File: config.mk
export PLATFORM = sky130hd
export DESIGN_NAME = mem_access_stage
export DESIGN_NICKNAME = d
export VERILOG_FILES = /design/src/rtl/mem_access_stage.sv
export SDC_FILE = /design/constraint.sdc
export NUM_CORES = 1
export LEC_CHECK = 0
export ABC_CLOCK_PERIOD_IN_PS = 3480
export CORE_MARGIN = 3
export CORE_UTILIZATION = 40
export CTS_CLUSTER_SIZE = 16
export DETAILED_ROUTE_END_ITERATION = 16
export PLACE_DENSITY = 0.81
export SKIP_CTS_REPAIR_TIMING = 1
export SYNTH_ARGS = -nofsm -noshare
export SYNTH_HDL_FRONTEND = slang
export SYNTH_SLANG_ARGS = --single-unit
File: constraint.sdc
create_clock -name CLK -period 3.48 [get_ports CLK]
set_input_delay 0.696 -clock CLK [delete_from_list [all_inputs] [get_ports CLK]]
set_output_delay 0.696 -clock CLK [all_outputs]
set_load 0.02 [all_outputs]
File: src/rtl/mem_access_stage.sv
// Memory-access / writeback stage: accepts one executed instruction, performs any
// load/store over a req/ack byte-lane port, and emits one registered writeback beat.
module mem_access_stage #(
    parameter int TIMEOUT = 16
) (
    input  logic        CLK,
    input  logic        RST_X,
    input  logic        in_valid,
    output logic        in_ready,
    input  logic        store,
    input  logic        load,
    input  logic        we_reg,
    input  logic [2:0]  funct3,
    input  logic [31:0] ls_mem_addr,
    input  logic [31:0] wd_mem,
    input  logic [31:0] wd_reg,
    input  logic [4:0]  rd_in,
    input  logic [31:0] next_pc,
    output logic        dmem_req,
    output logic        dmem_we,
    output logic [31:0] dmem_addr,
    output logic [31:0] dmem_wdata,
    output logic [3:0]  dmem_be,
    input  logic        dmem_ack,
    input  logic [31:0] dmem_rdata,
    output logic        wb_valid,
    output logic        wb_we,
    output logic [4:0]  wb_rd,
    output logic [31:0] wb_data,
    output logic [31:0] wb_next_pc,
    output logic        misalign_err,
    output logic        bus_err,
    output logic        dbg_state
);

    // Handshake: an instruction is taken on a rising edge where in_valid && in_ready;
    // the memory port holds dmem_req and its fields until the edge where dmem_ack is 1.
    typedef enum logic {S_IDLE = 1'b0, S_MEM = 1'b1} state_t;

    localparam logic [31:0] TMAX = 32'(TIMEOUT - 1);

    state_t      state_q, state_d;
    logic [31:0] cnt_q, cnt_d;
    logic [31:0] addr_q, addr_d;
    logic [1:0]  off_q, off_d;
    logic        we_q, we_d;
    logic [31:0] wdata_q, wdata_d;
    logic [3:0]  be_q, be_d;
    logic [2:0]  f3_q, f3_d;
    logic [4:0]  rd_q, rd_d;
    logic [31:0] pc_q, pc_d;

    logic        wb_valid_q, wb_valid_d;
    logic        wb_we_q, wb_we_d;
    logic [4:0]  wb_rd_q, wb_rd_d;
    logic [31:0] wb_data_q, wb_data_d;
    logic [31:0] wb_pc_q, wb_pc_d;
    logic        mis_q, mis_d;
    logic        bus_q, bus_d;

    logic        f3_legal, misaligned, bad_access;
    logic [31:0] st_wdata;
    logic [3:0]  st_be;
    logic [31:0] rshift, load_val;

    always_comb begin
        f3_legal = (funct3 == 3'b000) || (funct3 == 3'b001) || (funct3 == 3'b010) ||
                   (funct3 == 3'b100) || (funct3 == 3'b101);
        misaligned = 1'b0;
        case (funct3[1:0])
            2'b01:   misaligned = ls_mem_addr[0];
            2'b10:   misaligned = |ls_mem_addr[1:0];
            default: misaligned = 1'b0;
        endcase
        bad_access = !f3_legal || misaligned || (load && store);
    end

    // Store data is replicated across lanes so the byte enables alone pick the target bytes.
    always_comb begin
        st_wdata = wd_mem;
        st_be    = 4'b1111;
        case (funct3[1:0])
            2'b00: begin
                st_wdata = {4{wd_mem[7:0]}};
                st_be    = 4'b0001 << ls_mem_addr[1:0];
            end
            2'b01: begin
                st_wdata = {2{wd_mem[15:0]}};
                st_be    = ls_mem_addr[1] ? 4'b1100 : 4'b0011;
            end
            default: begin
                st_wdata = wd_mem;
                st_be    = 4'b1111;
            end
        endcase
    end

    always_comb begin
        rshift   = dmem_rdata >> {off_q, 3'b000};
        load_val = dmem_rdata;
        case (f3_q)
            3'b000:  load_val = {{24{rshift[7]}}, rshift[7:0]};
            3'b001:  load_val = {{16{rshift[15]}}, rshift[15:0]};
            3'b100:  load_val = {24'd0, rshift[7:0]};
            3'b101:  load_val = {16'd0, rshift[15:0]};
            default: load_val = dmem_rdata;
        endcase
    end

    always_comb begin
        state_d    = state_q;
        cnt_d      = cnt_q;
        addr_d     = addr_q;
        off_d      = off_q;
        we_d       = we_q;
        wdata_d    = wdata_q;
        be_d       = be_q;
        f3_d       = f3_q;
        rd_d       = rd_q;
        pc_d       = pc_q;
        wb_valid_d = 1'b0;
        wb_we_d    = 1'b0;
        wb_rd_d    = 5'd0;
        wb_data_d  = 32'd0;
        wb_pc_d    = 32'd0;
        mis_d      = 1'b0;
        bus_d      = 1'b0;
        case (state_q)
            S_IDLE: begin
                if (in_valid) begin
                    pc_d = next_pc;
                    if (!load && !store) begin
                        wb_valid_d = 1'b1;
                        wb_we_d    = we_reg && (rd_in != 5'd0);
                        wb_rd_d    = rd_in;
                        wb_data_d  = wd_reg;
                        wb_pc_d    = next_pc;
                    end else if (bad_access) begin
                        wb_valid_d = 1'b1;
                        wb_rd_d    = rd_in;
                        wb_pc_d    = next_pc;
                        mis_d      = 1'b1;
                    end else begin
                        state_d = S_MEM;
                        cnt_d   = 32'd0;
                        addr_d  = {ls_mem_addr[31:2], 2'b00};
                        off_d   = ls_mem_addr[1:0];
                        we_d    = store;
                        wdata_d = store ? st_wdata : 32'd0;
                        be_d    = store ? st_be : 4'b1111;
                        f3_d    = funct3;
                        rd_d    = rd_in;
                    end
                end
            end
            S_MEM: begin
                if (dmem_ack) begin
                    state_d    = S_IDLE;
                    wb_valid_d = 1'b1;
                    wb_rd_d    = rd_q;
                    wb_pc_d    = pc_q;
                    if (!we_q) begin
                        wb_we_d   = (rd_q != 5'd0);
                        wb_data_d = load_val;
                    end
                end else if ((TIMEOUT != 0) && (cnt_q == TMAX)) begin
                    state_d    = S_IDLE;
                    wb_valid_d = 1'b1;
                    wb_rd_d    = rd_q;
                    wb_pc_d    = pc_q;
                    bus_d      = 1'b1;
                end else begin
                    cnt_d = cnt_q + 32'd1;
                end
            end
            default: state_d = S_IDLE;
        endcase
    end

    always_ff @(posedge CLK) begin
        if (!RST_X) begin
            state_q    <= S_IDLE;
            cnt_q      <= 32'd0;
            addr_q     <= 32'd0;
            off_q      <= 2'd0;
            we_q       <= 1'b0;
            wdata_q    <= 32'd0;
            be_q       <= 4'd0;
            f3_q       <= 3'd0;
            rd_q       <= 5'd0;
            pc_q       <= 32'd0;
            wb_valid_q <= 1'b0;
            wb_we_q    <= 1'b0;
            wb_rd_q    <= 5'd0;
            wb_data_q  <= 32'd0;
            wb_pc_q    <= 32'd0;
            mis_q      <= 1'b0;
            bus_q      <= 1'b0;
        end else begin
            state_q    <= state_d;
            cnt_q      <= cnt_d;
            addr_q     <= addr_d;
            off_q      <= off_d;
            we_q       <= we_d;
            wdata_q    <= wdata_d;
            be_q       <= be_d;
            f3_q       <= f3_d;
            rd_q       <= rd_d;
            pc_q       <= pc_d;
            wb_valid_q <= wb_valid_d;
            wb_we_q    <= wb_we_d;
            wb_rd_q    <= wb_rd_d;
            wb_data_q  <= wb_data_d;
            wb_pc_q    <= wb_pc_d;
            mis_q      <= mis_d;
            bus_q      <= bus_d;
        end
    end

    // Memory fields read as zero outside MEM so the port is quiet when idle.
    always_comb begin
        in_ready     = (state_q == S_IDLE);
        dmem_req     = (state_q == S_MEM);
        dmem_we      = dmem_req && we_q;
        dmem_addr    = dmem_req ? addr_q : 32'd0;
        dmem_wdata   = dmem_req ? wdata_q : 32'd0;
        dmem_be      = dmem_req ? be_q : 4'd0;
        wb_valid     = wb_valid_q;
        wb_we        = wb_we_q;
        wb_rd        = wb_rd_q;
        wb_data      = wb_data_q;
        wb_next_pc   = wb_pc_q;
        misalign_err = mis_q;
        bus_err      = bus_q;
        dbg_state    = state_q;
    end

endmodule
==> reports/qor.txt <==
Crit end category - primary output
Distinct cells, synth - 59
Via count - 10.06k
Maximum vdd drop - 0.2826 mV
Hold Path Cell Cnt - 2
Std-Cell Core Area - 23680 um^2
Worst Path Required - 2.78 ns
Wirelength per Cell - 18.58 um
CTS tree - yes
Drc violations - 0
Worst path top cell family by delay - flip-flops
Register Area - 4308 um^2
Ports - 320
Max Cap Viol - 0
Minimum hold slack - 0.4478 ns
Unrepaired setup endpoints after global routing - no
Setup tns final - 0 ns
XOR/XNOR Fraction of Synth Area - 0%
Final setup fails - 0
Vias in the first global route - 9809
Fin nets - 1650
Final instance area - 14000 um^2
Slew headroom - 47.95%
Die Ht - 161.8 um
Slowest cell on the critical path - dfxtp_4
Async set-or-reset flop fraction in the synthesized netlist - 0%
First-pass GRT wire length - 52.14 mm
Run status - finished clean
Share of layout cells above drive strength 1 - 6.111%
Final GP Congestion - 0.8939
CTS clock-pin slew for the worst setup and hold paths - 0.06 ns
Row count - 56
Root buf cell - clkbuf_16
Fillers - 2108
Final Worst Setup Slack - 0.5074 ns
Area share of and/or/nand/nor cells after synthesis - 25.82%
Die width - 161.8 um
Synth Area in Compound Gates - 21.19%
Antenna Violating Nets Remaining - 0
Pre-Repair DR Iteration Count - 5
Final period util - 85.42%
Setup crit start kind - register
Worst hold endpoint - addr_q[19]
Worst-Skew Late Latency - 0.52 ns
Min Tclk post-route - 2.973 ns
Post-Place Cell Area - 13140 um^2
Synthesized flop and latch total - 215
Final WL - 33.63 mm
Clock Skew - 0.01244 ns
Critical R2R Launch - cnt_q[12]
Worst-Margin Slew - 0.7808 ns
RR Endpoint - cnt_q[9]
Post-placement cell count - 1764
Pin count of the biggest net entering global routing - 122
1st-iter DRT viols - 915
DP Worst Slack - 0.1761 ns
Area delta synth->final - 44.17%
P per Cell Area - 438.1 nW/um^2
Multi-input combinational cell area - 4960 um^2
Cell Chain, Critical Path - and2_1 > clkdlybuf4s50_1
Synth Instances - 1199
DIE AREA - 26180 um^2
Crit Path Category - reg2out
Flop2flop setup slack - 0.88 ns
Final hold vios - 0
Post-route insts no fill - 1810
Hold Crit Class - reg2reg
Final Slew Violations - 0
Synth Area in Adders - 0.5155%
Main combinational cell family by area after synthesis - simple AND/OR/NAND/NOR gates
Inserted Clock Buffers - 24
Reg2reg path depth - 6
Ys Warns - 0
Port Buf Inserts - 317
Leak - 5.016 nW
Critical Path AT - 2.28 ns
Post-synthesis mux area share - 3.015%
H-tree levels - 1
Initial core utilization - 41.00%
Clock Sinks - 215
Total GRT Usage - 24.28%
Top cell type by total area after synthesis - dfxtp_1
Initial antenna violation count - 2
Primary FF master, synth - dfxtp_1
Sequential fraction of the synthesis area - 44.33%
Vias per cell - 5.560
Hold path start - addr_q[19]
WP buf/inv - 1
Cell Area, Synth - 9709 um^2
Max incr delay on CP - 0.81 ns
Dpl hpwl - 23.14 mm
GR Overflow Total - 0
Post-synth EDFFs - 0
Worst-path maximum fanout - 82
Area share of the largest cell type after synthesis - 44.33%
Fmax - 0.3364 GHz
Synth area leaders - dfxtp_1 (44%), nand2_1 (8.7%), a21oi_1 (7.2%), nand3_1 (4.9%), and2_1 (4.4%)
Maximum buffer depth of the clock tree - 3
Mean Syn Cell Area - 8.098 um^2
flip-flops by register name, summed over array words and instances, names as in the netlist:
signal	flops
wb_data	32
wdata_q	32
bus_err	1
wb_valid	1
dbg_state	1
wb_rd	5
off_q	2
misalign_err	1
rd_q	5
wb_we	1
wb_next_pc	32
be_q	4
pc_q	32
cnt_q	32
we_q	1
f3_q	3
addr_q	30
how the worst max path moves through the flow:
| stage | from | endpoint | slack, ns | depth (start not counted) |
|---|---|---|---|---|
| 2_1_floorplan | funct3[1] | wb_valid | 0.50 | 10 |
| 3_5_place_dp | funct3[1] | wdata_q[29] | 0.18 | 8 |
| 4_1_cts | dbg_state | dmem_addr[27] | 0.47 | 2 |
| 6_report | dbg_state | dmem_addr[2] | 0.51 | 2 |
| 3_3_place_gp | funct3[1] | wdata_q[29] | 0.30 | 8 |
| 5_1_grt | dbg_state | dmem_addr[19] | 0.39 | 2 |
worst reg2reg max path, stage by stage (launching register included):
cell	delay (ns)
dfxtp_1	0.37
nor4_1	0.43
nand4_1	0.35
o21ai_2	0.59
buf_4	0.36
a21oi_1	0.10
o2bb2a_1	0.29
layer usage:
layer	share of wire [%]	GRT usage, %	vias up
met5	0	0	-
met4	4.8	10.90	0
met1	39	28.71	4736
li1	-	-	4749
met3	8.6	6.223	94
met2	47	41.54	485
layout make-up:
class / instances / area share (%)
diodes: 2 / 0.03575
clock buffers: 34 / 4.916
clock inverters: 10 / 1.180
inverters: 16 / 0.4469
multi-input cells: 867 / 35.43
flip-flops and latches: 215 / 30.77
well taps: 319 / 2.851
repair buffers: 347 / 24.37
report_power, final:
group	leakage (nW)	switching (mW)	internal, mW	total [mW]
logic	2.85	0.437	0.379	0.816
registers	1.75	0.0545	2.55	2.60
clock network	0.421	1.03	1.68	2.71
cells by family after synthesis:
| family | after synthesis |
|---|---|
| and+or+nand+nor | 520 |
| AOI/OAI and AO/OA | 313 |
| muxes | 28 |
| DFF | 215 |
| other | 1 |
| buffers and inverters | 118 |
| adders and majority gates | 4 |
metrics by stage:
step	util [%]	power, mW
after floorplan	-	3.039
after global placement	55.48	3.450
after detailed placement	55.48	3.465
after CTS	59.09	6.194
after global routing	59.11	6.355
final	59.11	6.133
cell usage after synthesis (2+ instances only):
cell type	number
nand2_1	225
dfxtp_1	215
a21oi_1	140
nand3_1	95
and2_1	68
clkbuf_1	63
nor2_1	49
o21ai_0	44
nand2b_1	32
mux2i_1	27
a22o_1	24
o2111ai_1	23
buf_2	20
inv_1	16
buf_1	14
a2111o_1	11
o211ai_1	11
a32oi_1	10
a22oi_1	8
nor4_1	8
o2bb2ai_1	8
a211oi_1	7
nand4_1	7
and3_1	6
a2111oi_0	5
nor2b_1	5
o211a_1	5
and4_1	4
ha_1	4
or2_2	4
or3_1	4
buf_4	3
nor3_1	3
or4_1	3
buf_6	2
o21ai_1	2
o41ai_1	2
layout by cell type (no fill, tap or decap), types with 5 or more instances in the layout:
cell / count
a2111o_1: 11
a2111oi_0: 5
a211oi_1: 7
a21oi_1: 140
a22o_1: 24
a22oi_1: 8
a32oi_1: 10
and2_1: 68
and3_1: 6
buf_4: 29
clkbuf_1: 5
clkbuf_16: 24
clkbuf_8: 5
clkdlybuf4s50_1: 317
dfxtp_1: 214
inv_1: 15
mux2i_1: 27
nand2_1: 225
nand2b_1: 32
nand3_1: 94
nand4_1: 7
nor2_1: 48
nor4_1: 8
o2111ai_1: 23
o211a_1: 5
o211ai_1: 11
o21ai_0: 44
o2bb2ai_1: 8
No activity file was read; power rests on OpenSTA's default activity.
